$ cat config.mk
export PLATFORM = sky130hd
export DESIGN_NAME = irq_pc_scheduler
export DESIGN_NICKNAME = d
export VERILOG_FILES = /design/src/rtl/irq_pc_scheduler.sv
export SDC_FILE = /design/constraint.sdc
export NUM_CORES = 1
export LEC_CHECK = 0
export CAP_MARGIN = 5
export CORE_MARGIN = 5
export CORE_UTILIZATION = 34
export CTS_CLUSTER_DIAMETER = 100
export CTS_CLUSTER_SIZE = 8
export DETAILED_ROUTE_END_ITERATION = 16
export PLACE_DENSITY_LB_ADDON = 0.12
export SKIP_CTS_REPAIR_TIMING = 1
export SLEW_MARGIN = 5
export SYNTH_ARGS = -nofsm -noshare
export SYNTH_HDL_FRONTEND = slang
export SYNTH_SLANG_ARGS = --single-unit
$ cat constraint.sdc
create_clock -name clk -period 18.25 [get_ports clk]
set_clock_uncertainty 0.05 [all_clocks]
set_input_delay 4.5625 -clock clk [delete_from_list [all_inputs] [get_ports clk]]
set_output_delay 4.5625 -clock clk [all_outputs]
set_load 0.01 [all_outputs]
$ cat src/rtl/irq_pc_scheduler.sv
// irq_pc_scheduler
//   Prioritised, nesting interrupt scheduler for the fetch stage. It arbitrates
//   level-pending sources against the running priority level and redirects the
//   PC mux to a per-source vector. Preempted levels are kept on a small
//   hardware stack that is popped by a retired mret.
//
// Ports:
//   clk          core clock
//   reset        synchronous, active-high reset
//   pend         level pending flag per source
//   enable       per-source enable
//   prio         flattened priorities, source i at [i*PrioWidth +: PrioWidth]
//   vec_base     vector table base address
//   stall        fetch cannot accept a redirect this cycle
//   mret         one-cycle pulse, retired mret
//   sel          PC source select (PC_NORMAL / PC_INTERRUPT)
//   pc_interrupt interrupt target address
//   take         one-cycle pulse, redirect accepted
//   take_id      id of the taken source, valid with take
//   clr_pend     one-hot pending clear, valid with take
//   level        current running priority, 0 = thread level
//   depth        current stack occupancy
//
// Build option:
//   IRQ_TAIL_CHAIN_EN  when defined, an mret in IDLE arbitrates against the
//                      popped level and, on a winner, enters REDIRECT in the
//                      same cycle with the pop and the later push cancelled.

package irq_pc_scheduler_pkg;
  typedef enum logic [0:0] {
    PC_NORMAL    = 1'b0,
    PC_INTERRUPT = 1'b1
  } pc_interrupt_mux_t;
endpackage

module irq_pc_scheduler
  import irq_pc_scheduler_pkg::*;
#(
  parameter int AddrWidth  = 32,
  parameter int NumSrc     = 8,
  parameter int PrioWidth  = 3,
  parameter int StackDepth = 4,
  localparam int IdWidth    = (NumSrc > 1) ? $clog2(NumSrc) : 1,
  localparam int DepthWidth = $clog2(StackDepth + 1),
  localparam int StackIdxW  = (StackDepth > 1) ? $clog2(StackDepth) : 1
) (
  input  logic                        clk,
  input  logic                        reset,
  input  logic [NumSrc-1:0]           pend,
  input  logic [NumSrc-1:0]           enable,
  input  logic [NumSrc*PrioWidth-1:0] prio,
  input  logic [AddrWidth-1:0]        vec_base,
  input  logic                        stall,
  input  logic                        mret,
  output pc_interrupt_mux_t           sel,
  output logic [AddrWidth-1:0]        pc_interrupt,
  output logic                        take,
  output logic [IdWidth-1:0]          take_id,
  output logic [NumSrc-1:0]           clr_pend,
  output logic [PrioWidth-1:0]        level,
  output logic [DepthWidth-1:0]       depth
);

  typedef enum logic [0:0] {
    ST_IDLE     = 1'b0,
    ST_REDIRECT = 1'b1
  } state_e;

  state_e                 state_r;
  state_e                 state_s;

  logic [IdWidth-1:0]     id_r;
  logic [PrioWidth-1:0]   prio_r;
  logic [AddrWidth-1:0]   vec_r;
  logic                   chain_r;   // captured redirect replaces the popped frame
  logic [PrioWidth-1:0]   level_r;
  logic [DepthWidth-1:0]  depth_r;
  logic [PrioWidth-1:0]   stack_r [StackDepth];

  logic [StackIdxW-1:0]   top_idx_s;
  logic [StackIdxW-1:0]   push_idx_s;
  logic                   pop_s;
  logic [PrioWidth-1:0]   cmp_level_s;
  logic                   win_found_s;
  logic [IdWidth-1:0]     win_id_s;
  logic [PrioWidth-1:0]   win_prio_s;
  logic                   capture_s;

  // Stack pointers, pop qualifier and the level the arbiter compares against.
  always_comb begin
    top_idx_s  = StackIdxW'(depth_r - DepthWidth'(1));
    push_idx_s = StackIdxW'(depth_r);
    pop_s      = (state_r == ST_IDLE) && mret && (depth_r != {DepthWidth{1'b0}});
`ifdef IRQ_TAIL_CHAIN_EN
    // Chained return: arbitrate as if the pop had already happened.
    cmp_level_s = pop_s ? stack_r[top_idx_s] : level_r;
`else
    cmp_level_s = level_r;
`endif
  end

  // Arbiter: highest priority above cmp_level wins; the strict compare while
  // scanning upward keeps the lowest id on ties.
  always_comb begin
    logic                 hit;
    logic [PrioWidth-1:0] src_prio;
    win_found_s = 1'b0;
    win_id_s    = {IdWidth{1'b0}};
    win_prio_s  = {PrioWidth{1'b0}};
    for (int i = 0; i < NumSrc; i++) begin
      src_prio    = prio[i*PrioWidth +: PrioWidth];
      hit         = pend[i] & enable[i] & (src_prio > cmp_level_s) & (src_prio > win_prio_s);
      win_found_s = win_found_s | hit;
      win_id_s    = hit ? IdWidth'(i) : win_id_s;
      win_prio_s  = hit ? src_prio : win_prio_s;
    end
  end

  // FSM next-state logic.
  always_comb begin
    state_s = state_r;
    case (state_r)
      ST_IDLE: begin
        if (pop_s) begin
`ifdef IRQ_TAIL_CHAIN_EN
          state_s = win_found_s ? ST_REDIRECT : ST_IDLE;
`else
          state_s = ST_IDLE;
`endif
        end else if (win_found_s && (depth_r < DepthWidth'(StackDepth))) begin
          state_s = ST_REDIRECT;
        end else begin
          state_s = ST_IDLE;
        end
      end
      ST_REDIRECT: begin
        // The captured choice is frozen until fetch accepts it.
        state_s = stall ? ST_REDIRECT : ST_IDLE;
      end
      default: begin
        state_s = ST_IDLE;
      end
    endcase
    capture_s = (state_r == ST_IDLE) && (state_s == ST_REDIRECT);
  end

  // FSM state register.
  always_ff @(posedge clk) begin
    if (reset) begin
      state_r <= ST_IDLE;
    end else begin
      state_r <= state_s;
    end
  end

  // FSM outputs; take is gated by reset so no pulse escapes a reset cycle.
  always_comb begin
    sel          = (state_r == ST_REDIRECT) ? PC_INTERRUPT : PC_NORMAL;
    pc_interrupt = vec_r;
    take         = (state_r == ST_REDIRECT) && !stall && !reset;
    take_id      = id_r;
    clr_pend     = take ? (NumSrc'(1'b1) << id_r) : {NumSrc{1'b0}};
    level        = level_r;
    depth        = depth_r;
  end

  // Captured redirect, running level and stack occupancy.
  always_ff @(posedge clk) begin
    if (reset) begin
      id_r    <= {IdWidth{1'b0}};
      prio_r  <= {PrioWidth{1'b0}};
      vec_r   <= {AddrWidth{1'b0}};
      chain_r <= 1'b0;
      level_r <= {PrioWidth{1'b0}};
      depth_r <= {DepthWidth{1'b0}};
    end else begin
      if (capture_s) begin
        id_r    <= win_id_s;
        prio_r  <= win_prio_s;
        vec_r   <= vec_base + (AddrWidth'(win_id_s) << 2'd2);
        chain_r <= pop_s;
      end
      if (take) begin
        level_r <= prio_r;
        // A chained take reuses the frame the mret would have popped.
        if (!chain_r) begin
          depth_r <= depth_r + DepthWidth'(1);
        end
      end else if (pop_s && !capture_s) begin
        level_r <= stack_r[top_idx_s];
        depth_r <= depth_r - DepthWidth'(1);
      end
    end
  end

  // Stack storage: contents are don't-care after reset since depth is cleared.
  always_ff @(posedge clk) begin
    if (take && !chain_r) begin
      stack_r[push_idx_s] <= level_r;
    end
  end

endmodule
==> summary.txt <==
Slew margin rel. = 0.241
Hold Path Cell Cnt = 1
Layout net count = 748
Crit. End Element = flop
R2R depth = 60
Max stage delay cell, worst path = clkdlybuf4s50_1
Hold endpoint = chain_r$_SDFFE_PP0P_
Worst Max-Slew Pin Slew = 1.14 ns
IO Count = 127
Detailed Route Iter0 Violations = 230
CTS Buf Count = 9
Area growth from synthesis to layout = 38.4%
Post-Synth Simple-Gate Area = 0.220
Layout cells sized above 1 = 0.0766
Reg2reg start = level[1]$_SDFFE_PP0P_
CP Launch Type = input pin
Max-cap violations = 0
Worst Hold Class = flop to flop
Synth Register Bits = 58
CTS Sinks = 58
Maximum clock rate = 0.0591 GHz
Worst EP arrival = 17.11 ns
Slew Limit Fails = 0
DP Wirelength = 9.94 mm
Antenna violations before repair = 0
CTS clk-pin slew, worst paths = 0.05 ns
Clock Tree Buf Depth = 2
Largest family of logic cells by synthesized area = simple AND/OR/NAND/NOR gates
Total GRT Usage = 0.169
Total gr overflow = 0
CP max stage delay = 0.54 ns
EDFF count, synth = 12
Final Non-Filler Cells = 799
Starting density of the core = 0.347
Fin Setup TNS = 0 ns
Die Wd = 124 µm
Cell repeated most along the worst path = ha_1
Fill cell count = 1,231
First-pass GRT wire length = 20.7 mm
N_diodes = 0
Placed Area = 5810 µm²
Predominant post-synthesis flop cell = dfxtp_1
Synthesized area per cell = 8.82 µm²
Drt first pass iters = 4
Wire length per cell = 15.9 µm
RSZ-0062 raised after global routing = no
Commonest non-fill, non-tap cells in the layout = 125 x clkdlybuf4s50_1, 66 x nor2_1, 48 x ha_1, 46 x dfxtp_1, 36 x nand2_1
Largest net degree at the start of global routing = 48
CTS Root Cell = clkbuf_16
Seq/Total Area, Yosys = 0.292
FP Rows = 41
Synth warn = 0
Crit share post-route = 0.928
Mapped Nets = 623
Die area = 15,300 µm²
Commonest non-fill, non-tap cell in the layout = clkdlybuf4s50_1
Clock Latency Late Sink = 0.32 ns
Final setup fails = 0
DP Cell Count = 784
Number of global-route vias before repair = 4,164
Final Cell Area = 6080 µm²
Core footprint = 12,700 µm²
Setup CP Type = input pin to flop
Total number of vias = 4,132
Hold WS = 0.438 ns
Power density over cell area = 136 nW/µm²
Post-Syn Instances = 498
LEAKAGE = 2.31 nW
Post-route ant nets = 0
Worst reg2reg endpoint = pc_interrupt[28]$_SDFFE_PP0P_
Fin. Hold Viols = 0
Final GP Congestion = 0.864
VDD IR max = 0.0597 mV
Number of distinct library cells after synthesis = 75
Total wire length = 12.7 mm
Synth Cell Area = 4390 µm²
H-tree depth = 3
IO Port Bufs = 126
Status = complete, no violations
Required time worst endpoint = 18.43 ns
Via/cell ratio = 5.17
DRC = 0
Fin crit period = 16.93 ns
Xor and xnor area share after synthesis = 0.0578
Mux contribution to synthesized area = 0.0342
Adder-cell share of the synthesized area = 0.141
CTS tree = yes
CP Max Fanout = 9
Compound-Gate Fraction of Synth Area = 0.212
Flop2flop setup slack = 5.42 ns
Post-synth ARST share = 0
Hold Startpoint = chain_r$_SDFFE_PP0P_
Die height = 124 µm
==> stage by stage <==
step	power (mW)	worst slack (ns)	util
after floorplan	0.523	2.52	-
after global placement	0.669	1.51	0.458
after detailed placement	0.679	0.997	0.458
after CTS	0.838	1.33	0.480
after global routing	0.906	0.280	0.480
final	0.827	1.32	0.480
==> cells in the mapped netlist (4+ instances only) <==
cell type | instances | area share
nor3_1 | 12 | 0.014
buf_4 | 4 | 0.0068
xor2_1 | 19 | 0.038
a21o_1 | 5 | 0.0085
and2_1 | 8 | 0.011
nor2_1 | 66 | 0.056
inv_1 | 27 | 0.023
nor3b_1 | 4 | 0.0068
clkbuf_1 | 7 | 0.0060
o21ai_0 | 9 | 0.010
edfxtp_1 | 12 | 0.082
mux2i_1 | 6 | 0.014
xnor2_1 | 10 | 0.020
and3_1 | 9 | 0.013
ha_1 | 48 | 0.14
nand3_1 | 27 | 0.031
and4_1 | 4 | 0.0080
a211oi_1 | 29 | 0.050
nand2_1 | 36 | 0.031
nand3b_1 | 5 | 0.0085
nand4_1 | 8 | 0.011
a21oi_1 | 23 | 0.026
dfxtp_1 | 46 | 0.21
a31oi_1 | 5 | 0.0071
==> registers in the layout, indices dropped and copies added (netlist names) <==
register and count:
pc_interrupt 32, stack_r 12, depth 3, level 3
prio_r 3, take_id 3, chain_r 1, state_r 1
==> where the power goes <==
part	internal, mW	leakage (nW)	switching, mW
Clock	0.0976	0.138	0.0554
Combinational	0.218	1.68	0.253
Sequential	0.173	0.491	0.0291
Total	0.489	2.31	0.338
==> logic make-up (layout without fill, tap and decap cells) <==
family	Yosys count	after routing
multiplexers	11	11
AND/OR/NAND/NOR	196	196
flip-flops	58	58
adder cells (fa/ha/maj)	49	49
XOR/XNOR	29	29
AO/OA/AOI/OAI	111	111
buffers and inverters	44	173
==> routing by layer <==
layer	wire length, µm	vias up	track usage	share of wire
met5	0	-	0	0
met4	183	0	0.0457	0.014
met3	931	15	0.0550	0.073
met2	5970	112	0.275	0.47
met1	5620	1922	0.216	0.44
li1	-	2083	-	-
==> final cells by class <==
class / count / area [µm²] / area share
clock inverters: 3 / 15.0 / 0.00247
repair buffers: 130 / 1290 / 0.212
flip-flops and latches: 58 / 1280 / 0.211
well taps: 172 / 215 / 0.0354
multi-input cells: 396 / 2920 / 0.480
clock buffers: 12 / 256 / 0.0422
inverters: 28 / 105 / 0.0173
==> worst max-delay path by stage <==
stage                  from  slack, ns  cells after the start                       endpoint
detailed placement  prio[1]        1.0                     60  pc_interrupt[30]$_SDFFE_PP0P_
finish              prio[1]       1.32                     60  pc_interrupt[28]$_SDFFE_PP0P_
CTS                 prio[1]       1.33                     60  pc_interrupt[28]$_SDFFE_PP0P_
global route        prio[1]       0.28                     62  pc_interrupt[30]$_SDFFE_PP0P_
floorplan           prio[1]       2.52                     59  pc_interrupt[28]$_SDFFE_PP0P_
global placement    prio[1]       1.51                     60  pc_interrupt[28]$_SDFFE_PP0P_
==> critical path: cells and delay by family <==
family          cells  cell delay, ns
fa+ha+maj           9            2.88
buf+inv             4            0.86
simple gates       29            5.02
xor+xnor            1            0.15
mux                 1            0.37
compound gates     16            3.27
No activity file was read; power rests on OpenSTA's default activity.
